<file path="config.mk">
export PLATFORM = sky130hd
export DESIGN_NAME = multicycle_controller
export DESIGN_NICKNAME = d
export VERILOG_FILES = /design/src/rtl/multicycle_controller.sv
export SDC_FILE = /design/constraint.sdc
export NUM_CORES = 1
export LEC_CHECK = 0
export CAP_MARGIN = 20
export CORE_MARGIN = 1
export CORE_UTILIZATION = 37
export CTS_CLUSTER_SIZE = 16
export DETAILED_ROUTE_END_ITERATION = 8
export PLACE_DENSITY = 0.79
export SLEW_MARGIN = 10
export SYNTH_ARGS = -nofsm -noshare
export SYNTH_HDL_FRONTEND = slang
export SYNTH_SLANG_ARGS = --single-unit
</file>
<file path="constraint.sdc">
create_clock -name clk -period 2 [get_ports clk]
set_input_delay 0.5 -clock clk [delete_from_list [all_inputs] [get_ports clk]]
set_output_delay 0.5 -clock clk [all_outputs]
set_load 0.01 [all_outputs]
</file>
<file path="src/rtl/multicycle_controller.sv">
// Multicycle RV32I control unit: main sequencing FSM plus ALU and immediate
// decoders. Covers lw, sw, R-type, I-type ALU, beq and jal.
//
//   state      | meaning
//   -----------+------------------------------------------------------------
//   FETCH    0 | read instruction at PC, PC <= PC + 4
//   DECODE   1 | read registers, precompute branch target oldPC + imm
//   MEMADR   2 | rs1 + imm address calculation for lw/sw
//   MEMREAD  3 | read data memory at computed address
//   MEMWB    4 | write loaded data into rd
//   MEMWRITE 5 | write rs2 into data memory
//   EXECUTER 6 | R-type ALU operation rs1 op rs2
//   ALUWB    7 | write ALU result register into rd
//   EXECUTEI 8 | I-type ALU operation rs1 op imm
//   JAL      9 | PC <= branch target, compute return address oldPC + 4
//   BEQ     10 | compare rs1 - rs2, PC <= target when equal
module multicycle_controller #(
    parameter int STATE_W = 4
) (
    input  logic               clk,
    input  logic               reset,
    input  logic [6:0]         op,
    input  logic [2:0]         funct3,
    input  logic               funct7b5,
    input  logic               zero,
    output logic               pcwrite,
    output logic               adrsrc,
    output logic               memwrite,
    output logic               irwrite,
    output logic [1:0]         resultsrc,
    output logic [1:0]         alusrca,
    output logic [1:0]         alusrcb,
    output logic               regwrite,
    output logic [1:0]         immsrc,
    output logic [2:0]         alucontrol,
    output logic               illegal_op,
    output logic [STATE_W-1:0] state
);

    typedef enum logic [STATE_W-1:0] {
        S_FETCH    = STATE_W'(0),
        S_DECODE   = STATE_W'(1),
        S_MEMADR   = STATE_W'(2),
        S_MEMREAD  = STATE_W'(3),
        S_MEMWB    = STATE_W'(4),
        S_MEMWRITE = STATE_W'(5),
        S_EXECUTER = STATE_W'(6),
        S_ALUWB    = STATE_W'(7),
        S_EXECUTEI = STATE_W'(8),
        S_JAL      = STATE_W'(9),
        S_BEQ      = STATE_W'(10)
    } state_t;

    localparam logic [6:0] OP_LOAD   = 7'b0000011;
    localparam logic [6:0] OP_STORE  = 7'b0100011;
    localparam logic [6:0] OP_RTYPE  = 7'b0110011;
    localparam logic [6:0] OP_ITYPE  = 7'b0010011;
    localparam logic [6:0] OP_JAL    = 7'b1101111;
    localparam logic [6:0] OP_BRANCH = 7'b1100011;

    state_t     state_q;
    state_t     state_n;
    logic       pcupdate;
    logic       branch;
    logic       memwrite_i;
    logic       irwrite_i;
    logic       regwrite_i;
    logic       illegal_i;
    logic [1:0] aluop;

    // State register; reset may land from any state, including mid-instruction.
    always_ff @(posedge clk) begin
        if (reset) begin
            state_q <= S_FETCH;
        end else begin
            state_q <= state_n;
        end
    end

    // Next-state and Moore control outputs; unused codes fall back to FETCH.
    always_comb begin
        state_n    = S_FETCH;
        pcupdate   = 1'b0;
        branch     = 1'b0;
        adrsrc     = 1'b0;
        memwrite_i = 1'b0;
        irwrite_i  = 1'b0;
        regwrite_i = 1'b0;
        illegal_i  = 1'b0;
        resultsrc  = 2'b00;
        alusrca    = 2'b00;
        alusrcb    = 2'b00;
        aluop      = 2'b00;
        case (state_q)
            S_FETCH: begin
                irwrite_i = 1'b1;
                alusrcb   = 2'b10;
                resultsrc = 2'b10;
                pcupdate  = 1'b1;
                state_n   = S_DECODE;
            end
            S_DECODE: begin
                alusrca = 2'b01;
                alusrcb = 2'b01;
                case (op)
                    OP_LOAD,
                    OP_STORE:  state_n = S_MEMADR;
                    OP_RTYPE:  state_n = S_EXECUTER;
                    OP_ITYPE:  state_n = S_EXECUTEI;
                    OP_JAL:    state_n = S_JAL;
                    OP_BRANCH: state_n = S_BEQ;
                    default: begin
                        state_n   = S_FETCH;
                        illegal_i = 1'b1;
                    end
                endcase
            end
            S_MEMADR: begin
                alusrca = 2'b10;
                alusrcb = 2'b01;
                state_n = op[5] ? S_MEMWRITE : S_MEMREAD;
            end
            S_MEMREAD: begin
                adrsrc  = 1'b1;
                state_n = S_MEMWB;
            end
            S_MEMWB: begin
                resultsrc  = 2'b01;
                regwrite_i = 1'b1;
            end
            S_MEMWRITE: begin
                adrsrc     = 1'b1;
                memwrite_i = 1'b1;
            end
            S_EXECUTER: begin
                alusrca = 2'b10;
                aluop   = 2'b10;
                state_n = S_ALUWB;
            end
            S_EXECUTEI: begin
                alusrca = 2'b10;
                alusrcb = 2'b01;
                aluop   = 2'b10;
                state_n = S_ALUWB;
            end
            S_ALUWB: begin
                regwrite_i = 1'b1;
            end
            S_BEQ: begin
                alusrca = 2'b10;
                aluop   = 2'b01;
                branch  = 1'b1;
            end
            S_JAL: begin
                alusrca  = 2'b01;
                alusrcb  = 2'b10;
                pcupdate = 1'b1;
                state_n  = S_ALUWB;
            end
            default: begin
                state_n = S_FETCH;
            end
        endcase
    end

    // ALU decoder; only R-type (op[5]=1) with funct7b5 turns add into sub.
    always_comb begin
        alucontrol = 3'b000;
        case (aluop)
            2'b00: alucontrol = 3'b000;
            2'b01: alucontrol = 3'b001;
            2'b10: begin
                case (funct3)
                    3'b000:  alucontrol = (op[5] & funct7b5) ? 3'b001 : 3'b000;
                    3'b010:  alucontrol = 3'b101;
                    3'b110:  alucontrol = 3'b011;
                    3'b111:  alucontrol = 3'b010;
                    default: alucontrol = 3'b000;
                endcase
            end
            default: alucontrol = 3'b000;
        endcase
    end

    // Immediate format selected straight from the opcode.
    always_comb begin
        immsrc = 2'b00;
        case (op)
            OP_STORE:  immsrc = 2'b01;
            OP_BRANCH: immsrc = 2'b10;
            OP_JAL:    immsrc = 2'b11;
            default:   immsrc = 2'b00;
        endcase
    end

    // Architectural enables are suppressed for the whole reset cycle.
    assign pcwrite    = ~reset & (pcupdate | (branch & zero));
    assign memwrite   = ~reset & memwrite_i;
    assign irwrite    = ~reset & irwrite_i;
    assign regwrite   = ~reset & regwrite_i;
    assign illegal_op = ~reset & illegal_i;
    assign state      = state_q;

endmodule

</file>
# Word-level counts from Yosys, hierarchy flattened
# Index checks and enable logic that the tools add are counted.
[op_classes]
n_addsub = 0
multipliers = 0
n_div = 0
n_lt_le_gt_ge = 0
n_eq_ne = 21
n_shift = 0
mux = 19
bitwise = 9
n_reduce_logical = 12
[ops]
columns = ["cell", "n"]
rows = [
  ["$pmux 4 s5", 2],
  ["$eq 4x3->1 const B", 4],
  ["$pmux 2 s2", 4],
  ["$eq 7x6->1 const B", 2],
  ["$eq 7x7->1 const B", 2],
  ["$eq 4x4->1 const B", 3],
  ["$pmux 3 s4", 1],
  ["$reduce_or 2->1", 6],
  ["$mux 1", 9],
  ["$eq 4x2->1 const B", 2],
  ["$and 1x1->1", 7],
  ["$eq 7x2->1 const B", 1],
  ["$eq 7x5->1 const B", 1],
  ["$eq 3x3->1 const B", 2],
  ["$pmux 2 s3", 1],
  ["$pmux 3 s2", 1],
  ["$reduce_or 3->1", 2],
  ["$reduce_or 6->1", 1],
  ["$eq 4x1->1 const B", 1],
  ["$logic_not 4->1", 1],
  ["$reduce_or 4->1", 1],
  ["$eq 3x2->1 const B", 1],
  ["$logic_not 3->1", 1],
  ["$mux 3", 1],
  ["other kinds (4)", 4],
]
[totals]
register_bits = 4
latch_bits = 0
mem_bits_rw = 0
rom_bits = 0
in_bits = 14
out_inout_bits = 21
wordCells = 62
n_memories = 0

# Logic depth before layout (Yosys ltp)
# Gate-level depths: netlist of the first run.
[logic_depth]
word_depth = 5
depth_mapped = 7
ltp_nobuf = 7

# Worst setup path before layout of the first run
# No wires, ideal clock.
[synth_path]
kind = "reg-to-output"
from = "register state_q[2], in the netlist state[2]"
to = "output alucontrol[1]"
arrival_time_ps = 1487
required_ps = 1500
setup_slack_ps = 13
stages_incl_launch_ff = 6
n_path_buf = 1
cell_sequence = "dfxtp_1 -> buf_2 -> nand2_1 -> a21o_1 -> ha_1 -> nor3_1"
[synth_between]
elab_chain_cells = 5
word_cells_on_any_way = 8
[synth_rtl]
columns = ["element", "line_no", "rtl"]
rows = [
  ["from (decl)", "61", "state_t state_q;"],
  ["from (signal assigned)", "76", "state_q <= state_n;"],
  ["$eq 4x4->1 / $eq 4x3->1 (equally long branches)", "94", "case (state_q)"],
  ["$reduce_or 2->1 (no source line)", "-", ""],
  ["$pmux 2 s2 *", "94", ""],
  ["$eq 2x2->1 / $eq 2x1->1 (equally long branches)", "169", "case (aluop)"],
  ["$pmux 3 s2 *", "169", ""],
  ["to (decl)", "35", "output logic [2:0] alucontrol,"],
]
# Mark *: on every way between the ends. The rest lies on a longest branch, timed or not.

# Worst setup path after layout of the first run
[layout_path]
from = "register state_q[3], in the netlist state[3]"
to = "output alucontrol[0]"
# The elaborated chain is that of the path after synthesis.

==> qor.txt, run 1 <==
Status: complete, but fails checks
Failing checks: setup timing
Post-synth top area cell: dfxtp_1
Clock buffer depth: 2
CP Class: reg -> out
Max Cap Violations: 0
Final period util: 1.11
Reg power frac: 0.229
CTS root buf: clkbuf_4
I/O pin total: 35
Fin worst setup slack: -0.224 ns
Logic pwr share: 0.481
Wire per inst: 20.1 µm
Cells after DPL: 161
Pin count of the biggest net entering global routing: 13
Initial DRC Count: 54
Vias in the first global route: 936
CTS tree: built
Unique masters post-synth: 34
Core outline area: 1510 µm²
Die Area: 1790 µm²
Cell Area, Placed: 1150 µm²
Initial antenna violation count: 0
Final Instance Area: 1390 µm²
Syn_area_per_cell: 6.90 µm²
Yosys reg bits: 4
Sequential area share after synthesis: 0.133
RePlAce Congestion: 0.895
GR Util All Layers: 0.313
Post-synth net total: 103
Initial Util: 0.399
Psw: 0.130 mW
Share of layout cells above drive strength 1: 0.547
CTS Buf Count: 3
Area Overhead vs Synth: 132%
Buf+Inv Stages, Crit Path: 2
Die Span X: 42.3 µm
Nets: 179
Synthesis Warnings: 0
Final setup violation count: 8
Yosys top cell area share: 0.133
Overall routed net length: 3570 µm
Max reg flops: 4
Slew headroom: 0.680
Worst-Margin Slew: 0.476 ns
Post-Syn Area: 601 µm²
PD cells: 267 nW/µm²
CP required: 1.50 ns
Clock sink count: 4
P_leak: 0.676 nW
Cell count after synthesis: 87
Top cells by area, synth: dfxtp_1, nor2_1, nand2b_1
H-tree depth: 1
FP Rows: 14
Hold Path Class: reg -> reg
Worst-Skew Late Latency: 0.24 ns
CP max stage cell: dfxtp_1
Final Hold Viols: 0
DR vias: 1041
RSZ-0062 raised after global routing: true
Non-Filler Instances: 177
ANT nets after route: 0
N_diodes: 0
Critical Path Source Type: flop
Internal power: 0.241 mW
Vias per cell: 5.88
CP endpoint kind: output pin
Min cycle time layout: 2.22 ns
Critical path, cell by cell: and2b_1, nand2_1, a21o_1, buf_4, ha_4, nor2_1, buf_2
Power share of the clock group: 0.290
Max Fclk: 450 MHz
Final HPWL DP: 1550 µm
Final slew viol count: 0
DIE HEIGHT: 42.3 µm
Crit Path Max Fanout: 2
CP max stage delay: 0.31 ns
PortBufs: 34
Clock Skews: 0.00806 ns
Gr ovfl total: 0
Clock transition at path regs: 0.05 ns
Sw Ratio: 0.352
Peak supply drop: 0.000345 V
CP top delay family: simple AND/OR/NAND/NOR gates
Number of remaining DRC errors: 0
First-pass GRT wire length: 4360 µm
Initial DRT Pass Iterations: 4
CP arrival: 1.72 ns
==> cells by family after synthesis <==
family / share of synthesized area
buffers and inverters: 0.0813
AND/OR/NAND/NOR: 0.385
flip-flops: 0.133
AO/OA/AOI/OAI: 0.313
XOR/XNOR: 0.0292
multiplexers: 0.0167
adder cells (fa/ha/maj): 0.0417
==> final timing paths <==
check | startpoint | end | slack (ns) | cells after the start
min reg2reg | state[0]$_SDFF_PP0_ | state[0]$_SDFF_PP0_ | 0.74 | 4
max | state[3]$_SDFF_PP0_ | alucontrol[0] | -0.22 | 7
min | state[0]$_SDFF_PP0_ | state[0]$_SDFF_PP0_ | 0.74 | 4
max reg2reg | state[1]$_SDFF_PP0_ | state[1]$_SDFF_PP0_ | 0.53 | 7
==> synthesized netlist by cell type (all sizes together) <==
cell,number
o21a,4
a31oi,2
a31o,1
nand2b,6
a211o,1
a221oi,1
inv,7
o221a,1
or2,1
mux2i,1
nor2,12
a21o,1
a21oi,5
dfxtp,4
a2111oi,2
xor2,1
ha,2
xnor2,1
nor3b,1
and2b,3
o21ai,5
nand4b,1
and2,2
buf,4
nand2,7
nor2b,1
nor3,5
a21boi,1
nor4,3
nand4,1
==> metrics by stage <==
step	power (mW)	hold WS, ns	setup WS, ns	TNS, ns	utilization
floorplan	0.140	0.569	0.0130	0	-
global placement	0.228	0.685	-0.581	-4.10	0.762
detailed placement	0.232	0.690	-0.610	-4.26	0.762
CTS	0.341	0.707	-0.0678	-0.144	0.854
global route	0.384	0.783	-0.242	-1.23	0.924
finish	0.371	0.745	-0.224	-0.685	0.924
==> cells in the final DEF (no fill, tap or decap), types with 3 or more instances in the layout <==
| master | count |
|---|---|
| nand2_2 | 3 |
| dlymetal6s2s_1 | 5 |
| nor2_4 | 4 |
| nand2_1 | 3 |
| buf_6 | 6 |
| nor3_1 | 3 |
| o21ai_0 | 3 |
| nand2b_1 | 4 |
| clkdlybuf4s50_1 | 6 |
| a21oi_1 | 3 |
| dlygate4sd2_1 | 8 |
| nor2_1 | 6 |
| buf_2 | 8 |
| inv_1 | 5 |
| buf_4 | 35 |
| clkbuf_4 | 3 |
| clkdlybuf4s15_1 | 3 |
| o21a_1 | 4 |
==> power by group through the flow <==
stage	combinational [mW]	clock (mW)	sequential (mW)
6_report	0.179	0.108	0.0848
5_1_grt	0.188	0.111	0.0852
4_1_cts	0.152	0.103	0.0862
3_5_place_dp	0.145	0	0.0869
3_3_place_gp	0.141	0	0.0867
2_1_floorplan	0.0533	0	0.0864
==> worst min-delay path: cells and delay by family, from the launching register on <==
family / cells / cell delay (ns)
AND/OR/NAND/NOR: 2 / 0.15
buffers and inverters: 1 / 0.12
flip-flops: 1 / 0.38
AO/OA/AOI/OAI: 1 / 0.06
==> routing by layer <==
layer / share of wire / up-vias / wire [µm] / global-route usage
met2: 0.48 / 77 / 1720 / 0.569
met3: 0.073 / 32 / 261 / 0.0560
li1: - / 457 / - / -
met5: 0 / - / 0 / 0
met1: 0.37 / 475 / 1320 / 0.377
met4: 0.073 / 0 / 262 / 0.0688
==> final cells by class <==
cell class / count / area [µm²]
multi-input cells: 72 / 609
clock buffers: 3 / 22.5
inverters: 7 / 26.3
repair buffers: 75 / 626
flip-flops and latches: 4 / 87.6
fillers: 53 / 115
well taps: 16 / 20.0
==> what timing repair did <==
item                                    in CTS  in global routing
gates resized for setup                     78                 27
hold buffers                                 0                  0
endpoints found under the setup margin      17                 13
setup buffers                                9                  4
pin swaps                                   13                  7
No activity file was read; power rests on OpenSTA's default activity.
==> run 2: changes to the inputs <==
- ABC_AREA: unset -> 1
- CELL_PAD_IN_SITES_DETAIL_PLACEMENT: unset -> 1
- CELL_PAD_IN_SITES_GLOBAL_PLACEMENT: unset -> 1
- CORE_UTILIZATION: 37 -> 21
- PLACE_DENSITY: 0.79 -> unset
- PLACE_DENSITY_LB_ADDON: unset -> 0.1
==> run 2 against run 1 <==
  * The flow still finishes with violations (setup timing)
  * Maximum frequency rose by 2.6%
  * Via count fell by 14%
  * Synthesized cell count grew 11%
  * Combinational power is 25% lower
  * Count of clock-buffer cells in the layout is the same
  * Sequential power decreased by 2%
  * Critical path type unchanged
==> qor.txt, run 2 <==
Status: complete, but fails checks
Failing checks: setup timing
Metal2 WL: 1450 µm
Crit Path Max Fanout: 3
Logic pwr share: 0.416
Final Instance Area: 1290 µm²
Psw: 0.105 mW
GR Util All Layers: 0.207
CP required: 1.50 ns
Initial Util: 0.229
Die Area: 2660 µm²
Post-place setup slack: -0.639 ns
CTS tree: built
Met1 wire length: 1000 µm
Final slew viol count: 0
Hold Buf Count CTS: 0
Top sig layer: met4
FP Rows: 17
Initial DRT Pass Iterations: 4
ANT nets after route: 0
PD cells: 249 nW/µm²
Unique masters post-synth: 23
Power share of the clock group: 0.324
Met3 WL: 79 µm
Post-synth net total: 113
Post-synth top area cell: nand2_1
Core outline area: 2250 µm²
PortBufs: 34
Initial DRC Count: 8
Hold Path Class: reg -> reg
Sequential area share after synthesis: 0.155
Max Fclk: 461 MHz
Gr ovfl total: 0
Die Span X: 51.5 µm
Vias per cell: 4.52
Fin worst setup slack: -0.169 ns
Sw Ratio: 0.327
Async SR Flop Fraction: 0
Yosys reg bits: 4
H-tree depth: 1
Commonest non-fill, non-tap cell in the layout: buf_4
CTS Buf Count: 3
Final period util: 1.08
N_diodes: 0
Reg power frac: 0.260
Clock transition at path regs: 0.04 ns
CP arrival: 1.67 ns
Max Cap Violations: 0
Wire per inst: 13.0 µm
Clock Skews: 0.00446 ns
Vias in the first global route: 953
Syn_area_per_cell: 5.31 µm²
Yosys top cell area share: 0.167
Worst-Margin Slew: 0.205 ns
CTS root buf: clkbuf_4
CP Class: reg -> out
Cells on worst reg2reg path: 10
Final Hold Viols: 0
Hold path cells: 4
DR vias: 894
Commonest cells post-synth: nand2_1, nor2_1, inv_1, nand3_1
Main flop type after synthesis: dfxtp_1
Pin count of the biggest net entering global routing: 6
CP endpoint kind: output pin
DIE HEIGHT: 51.5 µm
Overall routed net length: 2570 µm
Clock buffer depth: 2
Count leader, synth: nand2_1
Synthesis Warnings: 0
P_leak: 0.656 nW
Final HPWL DP: 1790 µm
Worst-Skew Late Latency: 0.24 ns
Final setup violation count: 3
Most frequent cells in the layout: buf_4, nand2_1, dlygate4sd2_1
Clock sink count: 4
Cell count after synthesis: 97
Nets: 188
RSZ-0062 raised after global routing: true
Slew headroom: 0.862
Number of remaining DRC errors: 0
Max reg flops: 4
Internal power: 0.216 mW
Worst R2R Setup Slack: 0.61 ns
Pwr Total: 0.321 mW
Min cycle time layout: 2.17 ns
Top cells by area, synth: nand2_1, dfxtp_1, nor2_1
Post-Syn Area: 515 µm²
Fillers: 295
Cell Area, Placed: 1090 µm²
Initial antenna violation count: 0
Area Overhead vs Synth: 150%
Post-synth EDFFs: 0
I/O pin total: 35
Share of layout cells above drive strength 1: 0.518
First-pass GRT wire length: 4030 µm
Peak supply drop: 0.000197 V
Critical Path Source Type: flop
RePlAce Congestion: 0.797
run 2: cell types whose count changed after synthesis, moves of 4 or more:
cell,change
nor2_1,+5
nor2_2,+4
nand3_1,+6
o21a_1,-4
inv_1,+8
nand2b_1,-6
nand2_1,+16
run 2: metal layers:
layer,vias up,track usage
li1,457,-
met4,0,0.0901
met5,-,0
met1,408,0.218
met3,5,0.0117
met2,24,0.413
run 2: cell families after synthesis:
kind of cell / Yosys count / synth area share
fa+ha+maj: 2 / 0.0485
simple gates: 61 / 0.544
flops: 4 / 0.155
compound gates: 10 / 0.107
buf+inv: 20 / 0.146
run 2: power groups by stage:
stage / Sequential (mW) / Combinational, mW / Clock (mW)
floorplan: 0.0884 / 0.0422 / 0
global placement: 0.0859 / 0.132 / 0
detailed placement: 0.0861 / 0.135 / 0
CTS: 0.0847 / 0.128 / 0.105
global route: 0.0836 / 0.145 / 0.106
finish: 0.0835 / 0.134 / 0.104
run 2: worst max-delay path, stage by stage, from the launching register on:
cell     delay [ns]
dfxtp_4        0.35
buf_12         0.12
nor2_4         0.11
inv_2          0.06
nor2_4         0.14
buf_6          0.11
ha_4           0.20
nor3_4         0.21
buf_6          0.13
run 2: what timing repair did:
item | CTS | global route
setup buffers | 8 | 2
setup endpoints to repair | 17 | 8
resized for setup | 80 | 14
pin swaps | 17 | 6
run 2: worst paths after layout:
check | start | endpoint
worst max-delay path | state[2]$_SDFF_PP0_ | alucontrol[1]
worst min-delay path | state[0]$_SDFF_PP0_ | state[0]$_SDFF_PP0_
worst max register to register | state[2]$_SDFF_PP0_ | state[1]$_SDFF_PP0_
worst min register to register | state[0]$_SDFF_PP0_ | state[0]$_SDFF_PP0_
run 2: area by class of cell:
class                           count  area [µm²]  share of cell area
Inverter                           19        71.3              0.0553
Sequential cell                     4        90.1              0.0698
Timing Repair Buffer               71         583               0.452
Clock buffer                        3        22.5              0.0175
Tap cell                           28        35.0              0.0272
Multi-Input combinational cell     73         488               0.378
run 2: metrics by stage:
| stage | TNS (ns) | hold slack (ns) | std cells | util |
|---|---|---|---|---|
| floorplan | 0 | 0.689 | 97 | - |
| global route | -0.607 | 0.763 | 198 | 0.572 |
| CTS | -0.0597 | 0.720 | 196 | 0.548 |
| global placement | -4.30 | 0.727 | 185 | 0.483 |
| finish | -0.421 | 0.720 | 198 | 0.572 |
| detailed placement | -4.58 | 0.748 | 185 | 0.483 |
==> run 3: changes to the inputs <==
- CELL_PAD_IN_SITES_DETAIL_PLACEMENT: 1 -> unset
- CELL_PAD_IN_SITES_GLOBAL_PLACEMENT: 1 -> unset
- CORE_UTILIZATION: 21 -> 34
- PLACE_DENSITY: unset -> 0.78
- PLACE_DENSITY_LB_ADDON: 0.1 -> unset
==> run 3 against run 2 <==
  * The flow still finishes with violations (setup timing)
  * Routed wire length is 3.1% lower
  * Maximum frequency up 0.21%
  * Sequential cell count is the same
  * Sequential power barely moved
  * Combinational power is 4% higher
==> qor.txt, run 3 (synthesis gave the netlist of run 2 again) <==
Status: complete, but fails checks
Failing checks: setup timing
M1 GR Usage: 0.311
CP max stage delay: 0.35 ns
Clock Skews: 0.00488 ns
DIE HEIGHT: 40.9 µm
PortBufs: 34
H-tree depth: 1
Cells on worst reg2reg path: 10
CTS root buf: clkbuf_4
Hold Path Class: in -> reg
Final setup violation count: 3
Hold Buf Count CTS: 0
Initial DRT Pass Iterations: 4
Reg power frac: 0.261
RePlAce Congestion: 0.822
N_diodes: 0
DR vias: 935
CP required: 1.50 ns
PD cells: 268 nW/µm²
Critical Path Source Type: flop
Crit Path Max Fanout: 3
Most frequent cells in the layout: buf_4, nand2_1, dlygate4sd2_1
Sw Ratio: 0.320
Clock sink count: 4
Area Overhead vs Synth: 130%
Number of remaining DRC errors: 0
FP Rows: 13
Vias in the first global route: 913
Worst-Margin Slew: 0.210 ns
Max Cap Violations: 0
CP arrival: 1.66 ns
CP max stage cell: dfxtp_2
Nets: 183
CTS tree: built
HP Start: op[5]
First-pass GRT wire length: 3700 µm
Worst R2R Setup Slack: 0.63 ns
Peak supply drop: 0.000258 V
Global Route met3 Usage: 0.0761
Final slew viol count: 0
Logic pwr share: 0.435
Vias per cell: 5.19
Final period util: 1.08
CP Class: reg -> out
RSZ-0062 raised after global routing: true
Core outline area: 1350 µm²
TNS Setup: -0.362 ns
Commonest non-fill, non-tap cell in the layout: buf_4
Min cycle time layout: 2.16 ns
ANT nets after route: 0
Critical path, cell by cell: inv_2, nor2_4, nand2_2, nand2_4, inv_2, ha_1, a21oi_1, buf_2
Max Fclk: 462 MHz
CP endpoint kind: output pin
Psw: 0.102 mW
Hold path cells: 6
Post-place setup slack: -0.622 ns
GR peak layer: met2
Clock transition at path regs: 0.03 ns
Wire per inst: 13.9 µm
Final Hold Viols: 0
Worst Hold End: state[3]$_SDFF_PP0_
Pin count of the biggest net entering global routing: 7
Final HPWL DP: 1510 µm
Power share of the clock group: 0.304
Initial DRC Count: 30
Die Area: 1680 µm²
Reg2Reg Launch Point: state[0]$_SDFF_PP0_
GR Util All Layers: 0.338
Overall routed net length: 2490 µm
Gr ovfl total: 0
Worst-Skew Late Latency: 0.23 ns
P_leak: 0.618 nW
Max reg flops: 4
Initial antenna violation count: 0
Initial Util: 0.382
I/O pin total: 35
Slew headroom: 0.859
CTS Buf Count: 3
Clock buffer depth: 2
Share of layout cells above drive strength 1: 0.515
Fin worst setup slack: -0.164 ns
Crit Reg-Reg Endpoint: state[2]$_SDFF_PP0_
Die Span X: 40.9 µm
Met2 Use GR: 0.676
Most frequent CP cell: inv_2
Internal power: 0.217 mW
==> run 3: worst max path at each step <==
| stage | startpoint | to | slack [ns] |
|---|---|---|---|
| floorplan | state[1]$_SDFF_PP0_ | alucontrol[1] | 0.02 |
| global placement | op[3] | illegal_op | -0.58 |
| detailed placement | op[3] | illegal_op | -0.62 |
| CTS | state[1]$_SDFF_PP0_ | alucontrol[0] | -0.10 |
| global route | state[3]$_SDFF_PP0_ | alucontrol[1] | -0.26 |
| finish | state[3]$_SDFF_PP0_ | alucontrol[0] | -0.16 |
==> run 3: metrics by stage <==
step	util	hold WS, ns	std cells	total power [mW]	instance area [µm²]
after global routing	0.880	0.801	180	0.341	1190
after CTS	0.867	0.720	179	0.313	1170
after global placement	0.790	0.726	171	0.216	1070
after floorplan	-	0.689	97	0.131	515
final	0.880	0.748	180	0.319	1190
after detailed placement	0.790	0.732	171	0.220	1070
==> run 3: worst max-delay path, delay by kind of cell, from the launching register on <==
family | cells | cell delay [ns]
DFF | 1 | 0.35
and+or+nand+nor | 3 | 0.35
buffers and inverters | 3 | 0.28
adders and majority gates | 1 | 0.29
AOI/OAI and AO/OA | 1 | 0.16
==> run 3: area by class of cell <==
| type | instances | area (µm²) |
|---|---|---|
| clock buffer | 3 | 22.5 |
| fill | 75 | 163 |
| inverter | 19 | 76.3 |
| multi-input combinational | 73 | 457 |
| sequential | 4 | 90.1 |
| tap | 15 | 18.8 |
| timing repair buffer | 66 | 523 |
==> run 3: per-layer routing <==
metal,vias to the layer above,share of wire
li1,444,-
met1,448,0.39
met2,39,0.57
met3,4,0.034
met4,0,0.012
met5,-,0
==> run 3: what timing repair did <==
item / in CTS / in global routing
setup endpoints to repair: 17 / 16
resized for setup: 72 / 30
setup buffers: 7 / 4
pin swaps: 12 / 10
==> run 3: power groups by stage <==
| stage | logic (mW) | clock network, mW | registers [mW] |
|---|---|---|---|
| floorplan | 0.0422 | 0 | 0.0884 |
| global placement | 0.131 | 0 | 0.0852 |
| detailed placement | 0.135 | 0 | 0.0852 |
| CTS | 0.128 | 0.0991 | 0.0852 |
| global route | 0.150 | 0.107 | 0.0833 |
| finish | 0.139 | 0.0967 | 0.0832 |
